### src/rtl/prog_loader_pkg.sv
// Shared types for the program loader.
// State encoding and word geometry.
package prog_loader_pkg;

    typedef enum logic [2:0] {
        ST_IDLE,
        ST_RECV,
        ST_WRITE,
        ST_DONE,
        ST_ERR
    } state_e;

    localparam int BYTES_PER_WORD = 4;
    localparam int BCNT_W         = $clog2(BYTES_PER_WORD);

endpackage

### src/rtl/prog_loader_byte_packer.sv
// Little-endian byte-to-word packer.
// Tracks byte position, assembled word and last flag.
module byte_packer
    import prog_loader_pkg::*;
(
    input  logic        clk,
    input  logic        reset,
    input  logic        clr,
    input  logic        push,
    input  logic [7:0]  data,
    input  logic        last_in,
    output logic [31:0] word,
    output logic        last,
    output logic        full
);

    logic [BCNT_W-1:0] cnt_q, cnt_d;
    logic [31:0]       word_q, word_d;
    logic              last_q, last_d;

    // Place each byte at its lane; clear drops any partial word
    always_comb begin
        cnt_d  = cnt_q;
        word_d = word_q;
        last_d = last_q;
        if (clr) begin
            cnt_d  = '0;
            word_d = '0;
            last_d = 1'b0;
        end else if (push) begin
            word_d[{cnt_q, 3'b000} +: 8] = data;
            cnt_d  = cnt_q + BCNT_W'(1);
            last_d = last_in;
        end
    end

    // Packer state registers
    always_ff @(posedge clk or posedge reset) begin
        if (reset) begin
            cnt_q  <= '0;
            word_q <= '0;
            last_q <= 1'b0;
        end else begin
            cnt_q  <= cnt_d;
            word_q <= word_d;
            last_q <= last_d;
        end
    end

    assign word = word_q;
    assign last = last_q;
    assign full = push & ((cnt_q == BCNT_W'(BYTES_PER_WORD - 1)) | last_in);

endmodule

### src/rtl/prog_loader.sv
// Streams a byte-serial image into RAM, then pulses cpu_load.
// Owns the RAM bus while loading, else passes the CPU bus through.
module prog_loader
    import prog_loader_pkg::*;
#(
    parameter logic [31:0] BASE_ADDR  = 32'h0,
    parameter int unsigned ADDR_INC   = 1,
    parameter int unsigned MAX_WORDS  = 1024,
    parameter int unsigned LOAD_PULSE = 2
) (
    input  logic        clk,
    input  logic        reset,
    input  logic        start,
    input  logic        ld_valid,
    input  logic [7:0]  ld_data,
    input  logic        ld_last,
    output logic        ld_ready,
    input  logic [31:0] cpu_adr,
    input  logic [31:0] cpu_dout,
    input  logic        cpu_rd_en,
    input  logic        cpu_wr_en,
    output logic [31:0] cpu_din,
    output logic        cpu_load,
    output logic [31:0] mem_adr,
    output logic [31:0] mem_din,
    input  logic [31:0] mem_dout,
    output logic        mem_wr_en,
    output logic        mem_rd_en,
    output logic        busy,
    output logic        done,
    output logic        err,
    output logic [15:0] words
);

    localparam int PCW = (LOAD_PULSE > 1) ? $clog2(LOAD_PULSE) : 1;

    state_e         state_q, state_d;
    logic           start_q;
    logic [31:0]    addr_q, addr_d;
    logic [15:0]    words_q, words_d;
    logic           done_q, done_d;
    logic           err_q, err_d;
    logic [PCW-1:0] pulse_q, pulse_d;

    logic        start_rise;
    logic        ld_wr;
    logic        pk_clr, pk_push, pk_full, pk_last;
    logic [31:0] pk_word;

    assign start_rise = start & ~start_q;

    byte_packer u_packer (
        .clk     (clk),
        .reset   (reset),
        .clr     (pk_clr),
        .push    (pk_push),
        .data    (ld_data),
        .last_in (ld_last),
        .word    (pk_word),
        .last    (pk_last),
        .full    (pk_full)
    );

    // Next-state, counters and loader-side strobes
    always_comb begin
        state_d  = state_q;
        addr_d   = addr_q;
        words_d  = words_q;
        done_d   = done_q;
        err_d    = err_q;
        pulse_d  = pulse_q;
        pk_clr   = 1'b0;
        pk_push  = 1'b0;
        ld_ready = 1'b0;
        busy     = 1'b0;
        ld_wr    = 1'b0;
        cpu_load = 1'b0;
        unique case (state_q)
            ST_IDLE, ST_ERR: begin
                if (start_rise) begin
                    state_d = ST_RECV;
                    done_d  = 1'b0;
                    err_d   = 1'b0;
                    words_d = '0;
                    addr_d  = BASE_ADDR;
                    pk_clr  = 1'b1;
                end
            end
            ST_RECV: begin
                busy     = 1'b1;
                ld_ready = 1'b1;
                pk_push  = ld_valid;
                if (pk_full) state_d = ST_WRITE;
            end
            ST_WRITE: begin
                busy   = 1'b1;
                ld_wr  = 1'b1;
                pk_clr = 1'b1;
                addr_d = addr_q + 32'(ADDR_INC);
                if (words_q != 16'hFFFF) words_d = words_q + 16'd1;
                if (pk_last) begin
                    state_d = ST_DONE;
                    done_d  = 1'b1;
                    pulse_d = '0;
                end else if (32'(words_q) + 32'd1 == 32'(MAX_WORDS)) begin
                    state_d = ST_ERR;
                    err_d   = 1'b1;
                end else begin
                    state_d = ST_RECV;
                end
            end
            ST_DONE: begin
                cpu_load = 1'b1;
                if (pulse_q == PCW'(LOAD_PULSE - 1)) state_d = ST_IDLE;
                else pulse_d = pulse_q + PCW'(1);
            end
            default: state_d = ST_IDLE;
        endcase
    end

    // Control and counter registers
    always_ff @(posedge clk or posedge reset) begin
        if (reset) begin
            state_q <= ST_IDLE;
            start_q <= 1'b0;
            addr_q  <= BASE_ADDR;
            words_q <= '0;
            done_q  <= 1'b0;
            err_q   <= 1'b0;
            pulse_q <= '0;
        end else begin
            state_q <= state_d;
            start_q <= start;
            addr_q  <= addr_d;
            words_q <= words_d;
            done_q  <= done_d;
            err_q   <= err_d;
            pulse_q <= pulse_d;
        end
    end

    assign mem_adr   = busy ? addr_q  : cpu_adr;
    assign mem_din   = busy ? pk_word : cpu_dout;
    assign mem_wr_en = busy ? ld_wr   : cpu_wr_en;
    assign mem_rd_en = busy ? 1'b0    : cpu_rd_en;
    assign cpu_din   = mem_dout;

    assign done  = done_q;
    assign err   = err_q;
    assign words = words_q;

endmodule

### config.mk
export PLATFORM = sky130hd
export DESIGN_NAME = prog_loader
export DESIGN_NICKNAME = d
export VERILOG_FILES = /design/src/rtl/prog_loader_pkg.sv /design/src/rtl/prog_loader_byte_packer.sv /design/src/rtl/prog_loader.sv
export SDC_FILE = /design/constraint.sdc
export NUM_CORES = 1
export LEC_CHECK = 0
export CORE_MARGIN = 2
export CORE_UTILIZATION = 30
export DETAILED_ROUTE_END_ITERATION = 8
export PLACE_DENSITY_LB_ADDON = 0.2
export SKIP_LAST_GASP = 1
export SYNTH_ARGS = -nofsm -noshare
export SYNTH_HDL_FRONTEND = slang
export SYNTH_SLANG_ARGS = --single-unit
### constraint.sdc
create_clock -name clk -period 7.8 [get_ports clk]
set_input_delay 2.34 -clock clk [delete_from_list [all_inputs] [get_ports clk]]
set_output_delay 2.34 -clock clk [all_outputs]
set_load 0.01 [all_outputs]
==> results of run 1 <==
-- worst max path at each step --
stage	startpoint	endpoint	slack, ps
6_report	cpu_adr[11]	mem_adr[11]	1940
3_3_place_gp	cpu_adr[11]	mem_adr[11]	1920
3_5_place_dp	cpu_adr[11]	mem_adr[11]	1930
5_1_grt	cpu_wr_en	mem_wr_en	1860
2_1_floorplan	cpu_wr_en	mem_wr_en	2820
4_1_cts	cpu_adr[11]	mem_adr[11]	1920
-- synth_stat cells, drive strengths merged, types with 4 or more instances --
master  number  area [um^2]
dfrtp       90         2252
mux2        60        675.7
nand2       58        217.7
o21ai       44        220.2
buf         40        296.5
nand3       31        155.2
clkbuf      26        97.59
a22o        24        210.2
nor2        22        82.58
a21oi       18        90.09
nand4       17        106.4
mux2i       13        130.1
o31ai       12        115.1
inv         11        41.29
and2         9        58.81
and3         8        50.05
ha           8        100.1
o211ai       7        52.55
xnor2        6        52.55
a31oi        5        31.28
nand2b       5        31.28
o41ai        5        58.81
and4         4        35.03
nor3         4        20.02
nor3b        4        35.03
-- layer usage --
metal  routed length [um]  share of wire, %
met1                 6809                44
met2                 7193                47
met3                 1030               6.7
met4                  295               1.9
met5                    0                 0
-- logic make-up after synthesis --
kind of cell	count (synthesis)	synth area share (%)
compound gates	128	16.30
fa+ha+maj	8	1.821
simple gates	177	16.91
mux	73	14.66
flops	90	40.96
buf+inv	77	7.920
xor+xnor	9	1.434
-- critical path, delay by kind of cell --
| family | cells | cell delay [ps] |
|---|---|---|
| buf+inv | 2 | 900 |
| mux | 1 | 280 |
-- state kept, by name, summed over array words and instances, names as in the netlist --
name / cells
pulse_q: 1
u_packer.word: 32
err: 1
u_packer.last: 1
start_q: 1
addr_q: 32
done: 1
u_packer.cnt_q: 2
state_q: 3
words: 16
-- cells in the final DEF (no fill, tap or decap), types with 2 or more instances in the layout --
master / netlist / layout
clkdlybuf4s50_1: 0 / 165
dfrtp_1: 90 / 90
mux2_2: 60 / 60
nand2_1: 58 / 58
nand3_1: 31 / 31
a22o_1: 24 / 24
o21ai_1: 24 / 24
nor2_1: 22 / 21
o21ai_0: 20 / 20
a21oi_1: 18 / 18
nand4_1: 17 / 17
mux2i_1: 13 / 13
inv_1: 11 / 10
clkbuf_16: 0 / 9
and2_1: 8 / 8
and3_1: 8 / 8
ha_1: 8 / 8
o211ai_1: 7 / 7
o31ai_1: 7 / 7
xnor2_1: 6 / 6
nand2b_1: 5 / 5
o31ai_2: 5 / 5
a31oi_1: 5 / 5
and4_1: 4 / 4
nor3_1: 4 / 4
clkinv_2: 0 / 4
buf_4: 32 / 4
xor2_1: 3 / 3
o41ai_1: 3 / 3
nor3b_1: 3 / 2
nor3b_2: 1 / 2
o22ai_1: 2 / 2
nor2b_1: 2 / 2
nor4_1: 2 / 2
a211o_1: 2 / 2
nand3b_1: 2 / 2
o41ai_2: 2 / 2
clkbuf_8: 0 / 2
-- where the power goes --
part	total, mW	leakage (nW)	internal [mW]	switching (mW)
logic	1.17	1.66	0.644	0.529
registers	0.601	1.24	0.520	0.0811
clock network	0.408	0.138	0.230	0.178
-- layout make-up --
type,count,area [um^2],area share [%]
Tap cell,229,286.5,3.895
Timing Repair Buffer,169,1682,22.86
Clock buffer,12,256.5,3.486
Inverter,11,42.54,0.5782
Sequential cell,90,2252,30.61
Multi-Input combinational cell,395,2823,38.37
Clock inverter,3,15.01,0.2041
-- metrics by stage --
step                      worst slack [ps]  cells  cell area [um^2]  util (%)  power, mW
after CTS                             1917    909              7357     40.96      2.213
after floorplan                       2817    562              5498         -      1.281
after detailed placement              1929    894              7086     39.44      1.792
after global placement                1921    894              7086     39.44      1.777
after global routing                  1863    909              7357     40.96      2.315
final                                 1938    909              7357     40.96      2.182
==> out/summary.txt, run 1 <==
global-route wire length before repair: 24280 um
TNS Setup: 0 ps
vias in the first global route: 4605
relative slew slack: 15.68%
standard-cell rows: 49
GPL Wtd Cong: 0.8266
final period demand of the worst path: 5862 ps
first-pass detailed-route iteration total: 4
crit path max-delay cell type: clkdlybuf4s50_1
die area: 0.01943 mm^2
Final Hold Fails: 0
Peak VDD IR: 0.2318 mV
met1 Track Usage GR: 19.77%
CTS tree: yes
port bufs: 165
Post-Syn Nets: 681
GRT busiest layer: met2
CTS Buf Count: 9
Reg-to-Reg Start: state_q[0]
Hold Path Sink: addr_q[31]
H-tree depth: 3
CP peak stage delay: 480 ps
hold crit path type: reg -> reg
drt initial violations: 202
DRC violations left: 0
RSZ-0062 raised after global routing: false
mapped cell area: 0.005498 mm^2
count of state elements after synthesis: 90
cts hold-fix bufs: 0
Clock Tree Root: clkbuf_16
met2 usage: 25.36%
FILL cells: 1730
Max Clock Freq: 0.1706 GHz
ys async rst share: 100.0%
cells on worst reg2reg path: 5
CP Launch Type: primary input
detailed-route via count: 4679
PD cells: 296.6 mW/mm^2
Post-Syn Instances: 562
Worst EP required: 5460 ps
Period Utilization, post-route: 75.15%
Post-CTS Setup Bufs: 0
area delta synth->final: 33.82%
hold depth: 1
DR WL/cell: 16.86 um
Ant. Diodes: 0
yosys warns: 0
max_cap viols: 0
die width: 139.4 um
grt ovf: 0
Die Y: 139.4 um
status: finished, final reports clean
Critical Path Sink Type: output port
worst slew pin tran: 1248 ps
antenna violations before repair: 0
Synth cell types: 57
I/O pin count: 230
core box area: 0.01796 mm^2
DRT Wirelength: 15330 um
critical-path maximum fanout: 1
max-slew violation count: 0
dpl hpwl: 11060 um
sequential area share after synthesis: 40.96%
reg2reg setup slack: 4530 ps
Hold Startpoint: addr_q[31]
leakage: 3.036 nW
hold slack: 493.8 ps
PostCTS Resize Cnt: 0
r2r endpoint: words[10]
Post-DRT Antenna Nets: 0
nets@finish: 795
largest net degree at the start of global routing: 52
CP arrival: 3520 ps
Primary FF master, synth: dfrtp_1
CP Cell Sequence: clkdlybuf4s50_1 -> mux2_2 -> clkdlybuf4s50_1
via/cell ratio: 5.147
CTS Buffer Depth: 2
Avg Inst Size Synth: 9.783 um^2
Most Frequent Cell on Critical Path: clkdlybuf4s50_1
clock sink total: 90
final count of negative-setup-slack endpoints: 0
clock-pin transition on the worst setup and hold timing paths: 60 ps
starting density of the core: 30.61%
GR Util met3: 3.682%
worst-case clock skew: 7.386 ps
share of layout cells above drive strength 1: 13.82%
EDFF count, synth: 0
GRT Total Usage: 15.40%
critical path class: in -> out
Skew-Pair Late Insertion Delay: 350 ps
(Power assumes the default switching activity.)
==> inputs of run 2 (changes only) <==
Clock period 7.8 ns to 4.9 ns, I/O delays scaled along.
==> out/summary.txt, run 2 (synthesis gave the netlist of run 1 again) <==
Clk pwr share: 20.1%
CP Launch Type: primary input
die width: 139.4 um
FILL cells: 1719
cts hold-fix bufs: 0
GRT Total Usage: 15.52%
worst-case clock skew: 10.44 ps
detailed-route via count: 4685
hold slack: 488.9 ps
RSZ-0062 raised after global routing: false
worst slew pin tran: 1101 ps
critical path class: in -> out
share of layout cells above drive strength 1: 14.41%
area of the multi-input gates: 0.002823 mm^2
CTS tree: yes
Post-CTS Setup Bufs: 0
relative slew slack: 25.63%
commonest non-fill, non-tap cell in the layout: clkdlybuf4s50_1
Cell Int Power: 2.296 mW
status: finished, final reports clean
Switching Share: 35.57%
vias in the first global route: 4635
nets@finish: 801
PostCTS Resize Cnt: 0
hold crit path type: reg -> reg
port bufs: 165
DRC violations left: 0
standard-cell rows: 49
CTS Buf Count: 9
grt ovf: 0
die area: 0.01943 mm^2
clock-pin transition on the worst setup and hold timing paths: 60 ps
critical-path maximum fanout: 1
clock sink total: 90
DR WL/cell: 16.74 um
Worst EP required: 3430 ps
PD cells: 479.7 mW/mm^2
Peak VDD IR: 0.4464 mV
DRT Wirelength: 15330 um
leakage: 3.074 nW
register area: 0.002252 mm^2
global-route wire length before repair: 24430 um
Final Hold Fails: 0
Post-DRT Antenna Nets: 0
first-pass detailed-route iteration total: 4
CP arrival: 2660 ps
final period demand of the worst path: 4134 ps
CTS Buffer Depth: 2
final count of negative-setup-slack endpoints: 0
core box area: 0.01796 mm^2
drt initial violations: 259
GPL Wtd Cong: 0.8440
dpl hpwl: 11180 um
sequential share of power: 26.8%
via/cell ratio: 5.115
Comb power frac: 53.0%
max-slew violation count: 0
starting density of the core: 30.61%
Max Clock Freq: 0.2419 GHz
max_cap viols: 0
Die Y: 139.4 um
P_sw: 1.268 mW
most frequent cells in the layout: 165 x clkdlybuf4s50_1, 90 x dfrtp_1, 60 x mux2_2
Ant. Diodes: 0
H-tree depth: 3
TNS Setup: 0 ps
Clock Tree Root: clkbuf_16
largest net degree at the start of global routing: 44
I/O pin count: 230
Period Utilization, post-route: 84.37%
Skew-Pair Late Insertion Delay: 350 ps
antenna violations before repair: 0
Critical Path Sink Type: output port
area delta synth->final: 35.14%
==> run 2: per-stage QoR <==
step | instance area, um^2 | setup WS (ps) | std cells | util (%) | power (mW)
global route | 7430 | 660.8 | 916 | 41.36 | 3.781
finish | 7430 | 765.8 | 916 | 41.36 | 3.564
floorplan | 5498 | 1095 | 562 | - | 2.038
CTS | 7430 | 748.5 | 916 | 41.36 | 3.609
global placement | 7131 | 760.5 | 900 | 39.69 | 2.851
detailed placement | 7131 | 753.3 | 900 | 39.69 | 2.879
==> run 2: worst paths after layout <==
| check | from | to | slack [ps] | depth (start not counted) |
|---|---|---|---|---|
| setup / recovery | cpu_wr_en | mem_wr_en | 770 | 4 |
| hold / removal | addr_q[27] | addr_q[27] | 490 | 1 |
| setup reg to reg | words[4] | words[2] | 1890 | 5 |
| hold reg to reg | addr_q[27] | addr_q[27] | 490 | 1 |
| max in group asynchronous | reset | words[15] | 2670 | 3 |
| min in group asynchronous | reset | u_packer.word[4] | 1370 | 2 |
==> run 2: metal layers <==
metal	share of wire [%]	GRT usage (%)	vias to the layer above	wire length, um
met5	0	0	-	0
met4	1.6	5.369	0	252
met3	6.8	3.544	25	1049
met2	47	24.85	175	7169
met1	45	20.72	2220	6859
li1	-	-	2265	-
==> run 2: cell type report <==
| cell class | count | area share, % |
|---|---|---|
| Sequential cell | 90 | 30.31 |
| Clock buffer | 14 | 3.553 |
| Multi-Input combinational cell | 395 | 37.99 |
| Timing Repair Buffer | 175 | 23.24 |
| Tap cell | 229 | 3.857 |
| Clock inverter | 2 | 0.4715 |
| Inverter | 11 | 0.5726 |
==> run 2: worst max-delay path, stage by stage <==
cell and delay, ps:
clkdlybuf4s50_1 450, inv_1 30, o21ai_0 160, clkdlybuf4s50_1 560
==> run 2: power groups by stage <==
| stage | Sequential [mW] | Clock (mW) | Combinational, mW |
|---|---|---|---|
| after detailed placement | 0.968 | 0 | 1.91 |
| after floorplan | 0.911 | 0 | 1.13 |
| final | 0.956 | 0.717 | 1.89 |
| after global routing | 0.975 | 0.761 | 2.04 |
| after CTS | 0.954 | 0.733 | 1.92 |
| after global placement | 0.964 | 0 | 1.89 |
==> inputs of run 3 (changes only) <==
Clock period 4.9 ns to 3.75 ns, I/O delays scaled along.
==> out/summary.txt, run 3 (synthesis gave the netlist of run 1 again) <==
DRC violations left: 0
clock sink total: 90
standard-cell rows: 49
Period Utilization, post-route: 95.90%
Final Hold Fails: 0
GPL Wtd Cong: 0.8022
H-tree depth: 3
Peak VDD IR: 0.3247 mV
crit path to: mem_din[20]
Post-Layout Cell Count: 919
grt ovf: 0
critical-path maximum fanout: 32
Max Clock Freq: 0.2781 GHz
Post-DRT Antenna Nets: 0
starting density of the core: 30.61%
relative slew slack: 45.17%
worst-case clock skew: 8.193 ps
global-route wire length before repair: 24900 um
max-slew violation count: 0
CTS Buf Count: 9
first-pass detailed-route iteration total: 4
PostCTS Resize Cnt: 0
reg2reg setup slack: 840 ps
final count of negative-setup-slack endpoints: 0
max_cap viols: 0
GRT Total Usage: 15.64%
cts hold-fix bufs: 0
Worst EP required: 2620 ps
antenna violations before repair: 0
clock-pin transition on the worst setup and hold timing paths: 70 ps
port bufs: 165
via/cell ratio: 5.188
DP Cell Count: 903
Critical Path Sink Type: output port
TNS Setup: 0 ps
DRT Wirelength: 15500 um
Critical Path Source: state_q[1]
Ant. Diodes: 0
vias in the first global route: 4700
CP arrival: 2470 ps
Reg-to-Reg Start: state_q[0]
leakage: 3.128 nW
detailed-route via count: 4768
DR WL/cell: 16.86 um
I/O pin count: 230
largest net degree at the start of global routing: 45
Clock Tree Root: clkbuf_16
CTS Buffer Depth: 2
dpl hpwl: 11360 um
area delta synth->final: 36.91%
cells on worst reg2reg path: 6
hold crit path type: reg -> reg
share of layout cells above drive strength 1: 15.36%
nets@finish: 804
status: finished, final reports clean
CTS tree: yes
die width: 139.4 um
commonest non-fill, non-tap cell in the layout: clkdlybuf4s50_1
core box area: 0.01796 mm^2
Skew-Pair Late Insertion Delay: 340 ps
Die Y: 139.4 um
most frequent cells in the layout: 165 x clkdlybuf4s50_1, 90 x dfrtp_1, 60 x mux2_2
CP Launch Type: flip-flop
die area: 0.01943 mm^2
final period demand of the worst path: 3596 ps
Post-CTS Setup Bufs: 0
worst slew pin tran: 822.4 ps
r2r endpoint: addr_q[31]
PD cells: 640.1 mW/mm^2
drt initial violations: 268
critical path class: reg -> out
RSZ-0062 raised after global routing: false
## run 3: stage by stage
stage / utilization (%) / area [um^2] / power [mW] / hold slack [ps] / setup slack, ps
after global placement: 39.89 / 7166 / 3.741 / 475.3 / 219.8
after detailed placement: 39.89 / 7166 / 3.777 / 484.8 / 181.8
after global routing: 41.90 / 7527 / 5.105 / 513.1 / 37.17
final: 41.90 / 7527 / 4.818 / 488.7 / 153.8
after CTS: 41.85 / 7518 / 4.863 / 493.6 / 78.59
after floorplan: - / 5498 / 2.664 / 451.9 / 289.7
## run 3: area by class of cell
| class | count | area, um^2 |
|---|---|---|
| clock buffers | 11 | 252.7 |
| clock inverters | 5 | 100.1 |
| fillers | 1744 | 10440 |
| inverters | 11 | 42.54 |
| multi-input cells | 395 | 2828 |
| flip-flops and latches | 90 | 2252 |
| well taps | 229 | 286.5 |
| repair buffers | 178 | 1765 |
## run 3: worst max-delay path, cell delays in order (launching register included)
cell and delay (ps):
dfrtp_1 480, nor3b_2 230, nor2_4 140, buf_4 390, mux2_2 400, clkdlybuf4s50_1 480
## run 3: worst min path at each step
stage | cells after the start | slack [ps] | end | from
2_1_floorplan | 1 | 450 | addr_q[31] | addr_q[31]
4_1_cts | 1 | 490 | addr_q[17] | addr_q[17]
5_1_grt | 1 | 510 | addr_q[30] | addr_q[30]
6_report | 1 | 490 | addr_q[31] | addr_q[31]
3_5_place_dp | 1 | 480 | addr_q[17] | addr_q[17]
3_3_place_gp | 1 | 480 | addr_q[30] | addr_q[30]
## run 3: routing by layer
layer	global-route usage [%]	wire, um
met1	20.72	6827
met2	25.77	7468
met3	3.441	1038
met4	4.466	161
met5	0	0
## run 3: where the power goes
| part | switching [mW] | internal (mW) | total, mW | leakage, nW |
|---|---|---|---|---|
| logic | 1.12 | 1.38 | 2.50 | 1.71 |
| registers | 0.175 | 1.08 | 1.26 | 1.24 |
| clock network | 0.377 | 0.685 | 1.06 | 0.176 |
